## config.mk

```make
export PLATFORM = sky130hd
export DESIGN_NAME = raw_tpg
export DESIGN_NICKNAME = d
export VERILOG_FILES = /design/src/rtl/raw_tpg.sv
export SDC_FILE = /design/constraint.sdc
export NUM_CORES = 1
export LEC_CHECK = 0
export ABC_AREA = 1
export BUFFER_PORTS_ARGS = -buffer_cell sky130_fd_sc_hd__buf_2
export CORE_MARGIN = 10
export CORE_UTILIZATION = 65
export DETAILED_ROUTE_END_ITERATION = 12
export PLACE_DENSITY_LB_ADDON = 0.08
export SYNTH_ARGS = -nofsm -noshare
export SYNTH_HDL_FRONTEND = slang
export SYNTH_SLANG_ARGS = --single-unit
export TNS_END_PERCENT = 5
```

## constraint.sdc

```tcl
create_clock -name clk -period 7.3 [get_ports clk]
set_input_delay 1.46 -clock clk [delete_from_list [all_inputs] [get_ports clk]]
set_output_delay 1.46 -clock clk [all_outputs]
set_load 0.01 [all_outputs]
```

## src/rtl/raw_tpg.sv

```systemverilog
// Raw Bayer (RGGB) test-pattern video source: frame timing generator plus
// flat / colour-bar / ramp / moving-diagonal patterns for ISP bring-up.
module raw_tpg #(
    parameter int unsigned source_h = 1024,
    parameter int unsigned source_v = 1024,
    parameter int unsigned h_sync   = 40,
    parameter int unsigned h_bp     = 40,
    parameter int unsigned h_fp     = 40,
    parameter int unsigned v_sync   = 2,
    parameter int unsigned v_bp     = 4,
    parameter int unsigned v_fp     = 4
) (
    input  logic       clk,
    input  logic       reset_n,
    input  logic       en,
    input  logic [1:0] pattern_sel,
    output logic       out_vsync,
    output logic       out_hsync,
    output logic       out_den,
    output logic [7:0] out_data,
    output logic [7:0] frame_cnt,
    output logic       frame_done,
    output logic       busy
);

    localparam int unsigned H_TOTAL = h_sync + h_bp + source_h + h_fp;
    localparam int unsigned V_TOTAL = v_sync + v_bp + source_v + v_fp;
    localparam int unsigned H_OFF   = h_sync + h_bp;
    localparam int unsigned V_OFF   = v_sync + v_bp;
    localparam int unsigned BAR_W   = source_h / 8;
    localparam int unsigned HW      = $clog2(H_TOTAL);
    localparam int unsigned VW      = $clog2(V_TOTAL);
    localparam int unsigned BW      = (BAR_W > 1) ? $clog2(BAR_W) : 1;

    typedef enum logic [1:0] {
        IDLE  = 2'd0,
        RUN   = 2'd1,
        DRAIN = 2'd2
    } state_t;

    state_t          state;
    logic [HW-1:0]   hcnt;
    logic [VW-1:0]   vcnt;
    logic [1:0]      pat;
    logic [BW-1:0]   bar_pos;
    logic [2:0]      bar_idx;

    logic            h_last;
    logic            v_last;
    logic            frame_end;
    logic            hsync_c;
    logic            vsync_c;
    logic            h_act;
    logic            v_act;
    logic            den_c;
    logic [7:0]      px;
    logic [7:0]      py;
    logic [2:0]      bar_rgb;
    logic            bar_bit;
    logic [7:0]      comp;

    // Timing decode and pattern component for the current counter state.
    always_comb begin
        h_last    = (hcnt == HW'(H_TOTAL - 1));
        v_last    = (vcnt == VW'(V_TOTAL - 1));
        frame_end = h_last && v_last;
        hsync_c   = (hcnt < HW'(h_sync));
        vsync_c   = (vcnt < VW'(v_sync));
        h_act     = (hcnt >= HW'(H_OFF)) && (hcnt < HW'(H_OFF + source_h));
        v_act     = (vcnt >= VW'(V_OFF)) && (vcnt < VW'(V_OFF + source_v));
        den_c     = h_act && v_act;
        px        = 8'(hcnt - HW'(H_OFF));
        py        = 8'(vcnt - VW'(V_OFF));

        // {r,g,b} on/off per bar: white, yellow, cyan, green, magenta, red, blue, black
        case (bar_idx)
            3'd0:    bar_rgb = 3'b111;
            3'd1:    bar_rgb = 3'b110;
            3'd2:    bar_rgb = 3'b011;
            3'd3:    bar_rgb = 3'b010;
            3'd4:    bar_rgb = 3'b101;
            3'd5:    bar_rgb = 3'b100;
            3'd6:    bar_rgb = 3'b001;
            default: bar_rgb = 3'b000;
        endcase

        case ({py[0], px[0]})
            2'b00:   bar_bit = bar_rgb[2];
            2'b11:   bar_bit = bar_rgb[0];
            default: bar_bit = bar_rgb[1];
        endcase

        case (pat)
            2'd0:    comp = 8'h80;
            2'd1:    comp = {8{bar_bit}};
            2'd2:    comp = px;
            default: comp = px + py + frame_cnt;
        endcase
    end

    // Control FSM, raster counters and registered video outputs.
    always_ff @(posedge clk or negedge reset_n) begin
        if (!reset_n) begin
            state      <= IDLE;
            hcnt       <= '0;
            vcnt       <= '0;
            pat        <= 2'd0;
            bar_pos    <= '0;
            bar_idx    <= 3'd0;
            out_vsync  <= 1'b0;
            out_hsync  <= 1'b0;
            out_den    <= 1'b0;
            out_data   <= 8'h00;
            frame_cnt  <= 8'h00;
            frame_done <= 1'b0;
            busy       <= 1'b0;
        end else begin
            case (state)
                RUN, DRAIN: begin
                    if (h_last) begin
                        hcnt <= '0;
                        vcnt <= v_last ? '0 : vcnt + VW'(1);
                    end else begin
                        hcnt <= hcnt + HW'(1);
                    end

                    if (hcnt == '0 && vcnt == '0) begin
                        pat <= pattern_sel;
                    end

                    // Bar index advances every BAR_W active pixels; cleared outside the active span.
                    if (h_act) begin
                        if (bar_pos == BW'(BAR_W - 1)) begin
                            bar_pos <= '0;
                            bar_idx <= bar_idx + 3'd1;
                        end else begin
                            bar_pos <= bar_pos + BW'(1);
                        end
                    end else begin
                        bar_pos <= '0;
                        bar_idx <= 3'd0;
                    end

                    out_vsync  <= vsync_c;
                    out_hsync  <= hsync_c;
                    out_den    <= den_c;
                    out_data   <= den_c ? comp : 8'h00;
                    frame_done <= frame_end;
                    if (frame_end) begin
                        frame_cnt <= frame_cnt + 8'd1;
                    end

                    if (state == RUN) begin
                        if (!en) begin
                            if (frame_end) begin
                                state <= IDLE;
                                busy  <= 1'b0;
                            end else begin
                                state <= DRAIN;
                            end
                        end
                    end else begin
                        if (en) begin
                            state <= RUN;
                        end else if (frame_end) begin
                            state <= IDLE;
                            busy  <= 1'b0;
                        end
                    end
                end

                default: begin
                    hcnt       <= '0;
                    vcnt       <= '0;
                    bar_pos    <= '0;
                    bar_idx    <= 3'd0;
                    out_vsync  <= 1'b0;
                    out_hsync  <= 1'b0;
                    out_den    <= 1'b0;
                    out_data   <= 8'h00;
                    frame_done <= 1'b0;
                    if (en) begin
                        state <= RUN;
                        busy  <= 1'b1;
                    end else begin
                        state <= IDLE;
                        busy  <= 1'b0;
                    end
                end
            endcase
        end
    end

endmodule

```

==> results of run 1 <==
layout make-up:
| type | instances | area share [%] |
|---|---|---|
| inverters | 70 | 6.472 |
| flip-flops and latches | 57 | 35.13 |
| multi-input cells | 322 | 48.91 |
| well taps | 72 | 2.219 |
| clock buffers | 14 | 4.006 |
| repair buffers | 26 | 3.267 |
layer usage:
layer	part of all wire (%)	up-vias	wire, µm
li1	-	1533	-
met1	44	1447	3613
met2	47	89	3814
met3	6.6	17	541
met4	2.7	0	222
met5	0	-	0
state kept, by name, summed over array words and instances, names as in the netlist:
register and count:
hcnt 11, vcnt 11, frame_cnt 8, out_data 8, bar_pos 7, bar_idx 3, pat 2, state 2
busy 1, frame_done 1, out_den 1, out_hsync 1, out_vsync 1
through the flow:
step	setup slack (ps)	total power [µW]
final	4464	930.9
after global placement	4619	669.2
after CTS	4478	930.3
after global routing	4264	991.8
after detailed placement	4541	675.6
after floorplan	4725	586.6
cells by family (layout without fill, tap and decap cells):
logic type / Yosys count / after routing / synth area share (%)
AND/OR/NAND/NOR: 203 / 203 / 26.58
buffers and inverters: 73 / 110 / 7.653
AO/OA/AOI/OAI: 66 / 66 / 9.414
flip-flops: 57 / 57 / 38.60
adder cells (fa/ha/maj): 35 / 35 / 13.48
XOR/XNOR: 18 / 18 / 4.267
cell usage after synthesis, types with 2 or more instances:
cell / count
inv_1: 64
nand2_2: 4
nand3_1: 34
fa_1: 8
a21oi_1: 28
nor2_4: 4
nor3b_2: 2
xor2_1: 13
dfrtp_1: 57
ha_1: 27
o21a_1: 2
o21ai_1: 9
nor3_1: 9
buf_4: 2
o21ai_0: 20
inv_2: 6
xnor2_1: 5
nor2_1: 48
nand4_1: 9
a211oi_1: 2
o22ai_1: 2
nor2_2: 3
nor3_2: 3
a31oi_1: 2
nand2_1: 78
where the power goes:
part	switching (µW)	total, µW	internal (µW)	leakage [µW]
sequential	26.8	368	341	0.000780
clock	116	255	138	0.0000826
combinational	220	308	87.7	0.00123
total	364	931	567	0.00209
worst max-delay path by stage:
| stage | from | end | slack, ps | cells after the start |
|---|---|---|---|---|
| after floorplan | vcnt[2] | out_data[7] | 4720 | 16 |
| after global placement | vcnt[2] | out_data[7] | 4620 | 16 |
| after detailed placement | vcnt[2] | out_data[7] | 4540 | 16 |
| after CTS | vcnt[2] | out_data[6] | 4480 | 15 |
| after global routing | vcnt[2] | out_data[6] | 4260 | 15 |
| final | vcnt[2] | out_data[6] | 4460 | 15 |
==> results.toml, run 1 <==
[clock_network]
path_clk_slew_ps = 60
numCtsBuffers = 9
clockBufferDepth = 2
post_cts_buffers = 0
clk-insertion-delay-late_ps = 340
ctsResizeCount = 0
postCtsHoldBufs = 0
clockRootBuffer = "clkbuf_8"
cts_tree = "done"
cts.sinks = 57
htreeDepth = 3

[timing]
min_period_over_period_pct = 38.84
setup_viol_count_final = 0
hold_slack_ps = 452.0
tns_ps = 0
final_hold_viol_count = 0
max_slew.worst_pin.slew_ps = 722.3
fin_worst_skew_ps = 5.929
fmaxAchievable_mhz = 352.7
post-route-min-period_ps = 2836
maxSlewViolCount = 0
maxSlewHeadroom_pct = 51.85
rsz0062_at_grt = "no"

[synth]
synth_top_area_share_pct = 38.60
synth-edff-count = 0
synth.area.top_cells = "dfrtp_1, ha_1, nand2_1"
yosysUniqueCellTypes = 36
syn_nets = 492
syn_inst = 452
ys_seq_area_share_pct = 38.60
syn_area_um2 = 3695
synth_async_sr_flop_share_pct = 100.0
yosysWarnings = 0
synth-main-ff-cell = "dfrtp_1"
ys_seq_elements = 57
avgSynthCellArea_um2 = 8.174
yosys.area.top_type = "dfrtp_1"

[worst_hold_path]
min-delay-start = "bar_pos[0]"
worstHoldPathCells = 1
whs_endpoint = "bar_pos[0]"
worstHoldPathType = "reg2reg"

[global_routing]
grt_pass1_wl_um = 13940
met1_usage_pct = 23.91
met3_usage_pct = 4.321
grt_usage_pct = 19.50
grt-ovfl-total = 0
grt_pass1_vias = 3050
grt_max_degree = 58
grt_antenna_before_repair = 0
grtUsageMet2_pct = 31.93
grt-busiest-layer = "met2"

[setup_path]
worstPathMaxFanout = 7
required_ps = 7550
r2r-end = "out_data[6]"
critPathKind = "reg2reg"
crit_family = "adder cells"
rr_worst_depth = 15
endpoint_kind = "flop"
worst_setup_path_start_kind = "flop"
worstReg2RegStart = "vcnt[2]"
reg2reg_slack_ps = 4460
arrival_ps = 3090
cpPeakStageDelay_ps = 480
crit_path_cell_trace = "ha_1, nor2_1, nand2_1, xor2_1, inv_1, fa_1, inv_1, ha_1, nand2_1, inv_1, nand2_1, nand3_1, a21oi_1, o21ai_0, a21oi_1"
cpMaxStageDelayCell = "fa_1"
cp_num_buf_inv = 3

[placement]
place_area_um2 = 3897
port_buffers = 25
dp_hpwl_um = 6179
placed_cells = 547
gp_congestion = 0.8848

[die]
die_w_um = 95.40
die_y_um = 95.40
placementRows = 27
io-pin-count = 26
dieArea_um2 = 9100
coreArea_um2 = 5507
start_util_pct = 67.10

[route]
drtPass1Iterations = 5
drtAntennaViolNets = 0
drt_iter0_drc = 162
num_vias = 3086
drc_errors = 0
wl_per_cell_um = 14.60
routed_wl_um = 8190
viasPerCell = 5.501

[layout]
layoutNonFillerInstCount = 561
final_common_cell = "nand2_1"
drive_gt1_share_pct = 13.09
diodes = 0
fill_cells = 449
nNetsFinal = 526
syn_to_final_growth_pct = 9.888
fin_util_pct = 73.73
final_cell_mix = "nand2_1, inv_1, dfrtp_1"
multi_input_area_um2 = 1986
seqCellArea_um2 = 1426
stdcell_area_um2 = 4060

[run_status]
status = "complete, no violations"

[power]
p_per_area_nw_per_um2 = 229.3
ir_worst_vdd_mv = 0.2030
p_leak_uw = 0.002088

[run]
maxCapViolations = 0
(Power assumes the default switching activity.)
==> run 2, diff against run 1 <==
CORE_UTILIZATION = 55   (was 65)
clock period = 2.6 ns   (was 7.3 ns; I/O delays follow)
==> results.toml, run 2 (synthesized netlist as in run 1, its figures left out) <==
[global_routing]
grt-ovfl-total = 0
grt_usage_pct = 17.12
grt_max_degree = 34
grt_pass1_wl_um = 14080
grt_antenna_before_repair = 0
grt_pass1_vias = 2991

[clock_network]
cts.sinks = 57
clockRootBuffer = "clkbuf_8"
numCtsBuffers = 9
cts_tree = "done"
htreeDepth = 3
clockBufferDepth = 2
path_clk_slew_ps = 60
clk-insertion-delay-late_ps = 350

[setup_path]
crit_path_cell_trace = "buf_6, inv_4, buf_6, fa_1, ha_2, inv_2, fa_2, inv_2, nand3_2, nand2_2, xnor2_2, nor2_1, nor2_1, nor2_1"
crit_end = "out_data[5]"
cp_common_cell = "nor2_1"
worstReg2RegStart = "vcnt[1]"
worst_setup_path_start_kind = "flop"
arrival_ps = 2820
r2r-end = "out_data[5]"
worstPathMaxFanout = 3
rr_worst_depth = 14
endpoint_kind = "flop"
cpPeakStageDelay_ps = 510
required_ps = 2830
critPathKind = "reg2reg"
reg2reg_slack_ps = 10
cpMaxStageDelayCell = "fa_1"
cp-startpoint = "vcnt[1]"

[placement]
gp_congestion = 0.9233
place_area_um2 = 4029
dp_hpwl_um = 6312
placed_cells = 567
port_buffers = 25

[timing]
max_slew.worst_pin.slew_ps = 593.2
rsz0062_at_grt = "yes"
fmaxAchievable_mhz = 386.1
hold_slack_ps = 171.6
final_hold_viol_count = 0
post-route-min-period_ps = 2590
min_period_over_period_pct = 99.61
maxSlewViolCount = 0
tns_ps = 0
fin_worst_skew_ps = 5.838
maxSlewHeadroom_pct = 60.45
setup_viol_count_final = 0

[layout]
layoutNonFillerInstCount = 591
syn_to_final_growth_pct = 19.57
top_regs = "hcnt x11, vcnt x11"
final_common_cell = "nand2_1"
stdcell_area_um2 = 4418
final_cell_mix = "nand2_1, inv_1, dfrtp_1"
nNetsFinal = 549
fill_cells = 551
diodes = 0
drive_gt1_share_pct = 22.76

[worst_hold_path]
worstHoldPathType = "in2async"

[power]
power.total_uw = 2674
p_per_area_nw_per_um2 = 605.2
ir_worst_vdd_mv = 0.5049
p_leak_uw = 0.002254

[route]
viasPerCell = 5.357
drtPass1Iterations = 5
num_vias = 3166
routed_wl_um = 8650
drc_errors = 0
drtAntennaViolNets = 0
wl_per_cell_um = 14.64
drt_iter0_drc = 199

[die]
die_y_um = 102.0
placementRows = 29
start_util_pct = 57.53
coreArea_um2 = 6422
dieArea_um2 = 10400
io-pin-count = 26
die_w_um = 102.0

[run]
maxCapViolations = 0

[run_status]
status = "complete, no violations"
## run 2: changes by cell type in the layout (fill, tap and decap cells not counted), sizes merged
cell | previous run | this run
buf | 26 | 49
clkinv | 0 | 3
clkbuf | 14 | 13
## run 2: critical path: cells and delay by family (launching register included)
kind | cells | cell delay (ps)
flops | 1 | 440
fa+ha+maj | 3 | 1090
xor+xnor | 1 | 130
buf+inv | 5 | 410
simple gates | 5 | 400
## run 2: layout make-up
cell class,instances,area [µm²],share of cell area [%]
multi-input cells,322,2130,48.20
flip-flops and latches,57,1428,32.31
repair buffers,49,325.3,7.363
inverters,70,265.3,6.004
clock buffers,13,158.9,3.597
well taps,77,96.34,2.181
clock inverters,3,15.01,0.3398
## run 2: per-stage QoR
step / worst slack (ps) / utilization, %
global route: -146.1 / 68.79
finish: 10.07 / 68.79
global placement: 69.82 / 62.73
floorplan: 24.55 / -
CTS: 15.09 / 65.79
detailed placement: -76.62 / 62.73
## run 2: metal layers
layer  GRT usage [%]  wire (µm)  up-vias
met5               0          0        -
met4           9.219        277        0
met3           3.441        486       25
met2           26.72       4042       88
met1           21.90       3843     1474
li1                -          -     1579
## run 2: report_power, final
group / total [µW] / internal (µW) / switching (µW)
Combinational: 901 / 286 / 615
Sequential: 1030 / 958 / 69.8
Clock: 745 / 393 / 352
Total: 2670 / 1640 / 1040
## run 2: worst min-delay path by stage
stage	start	end	slack, ps	cells after the start
after global placement	bar_pos[0]	bar_pos[0]	450	1
final	reset_n	frame_cnt[1]	170	1
after CTS	reset_n	frame_cnt[1]	190	1
after floorplan	reset_n	bar_idx[0]	220	0
after detailed placement	bar_pos[0]	bar_pos[0]	460	1
after global routing	reset_n	frame_done	210	1
## run 2: repair_timing
item                                    CTS  global route
hold endpoints to repair                  0             0
setup buffers                             1             7
pin swaps                                 0            17
endpoints found under the setup margin    2             4
hold buffers                              0             0
resized for setup                         2            33
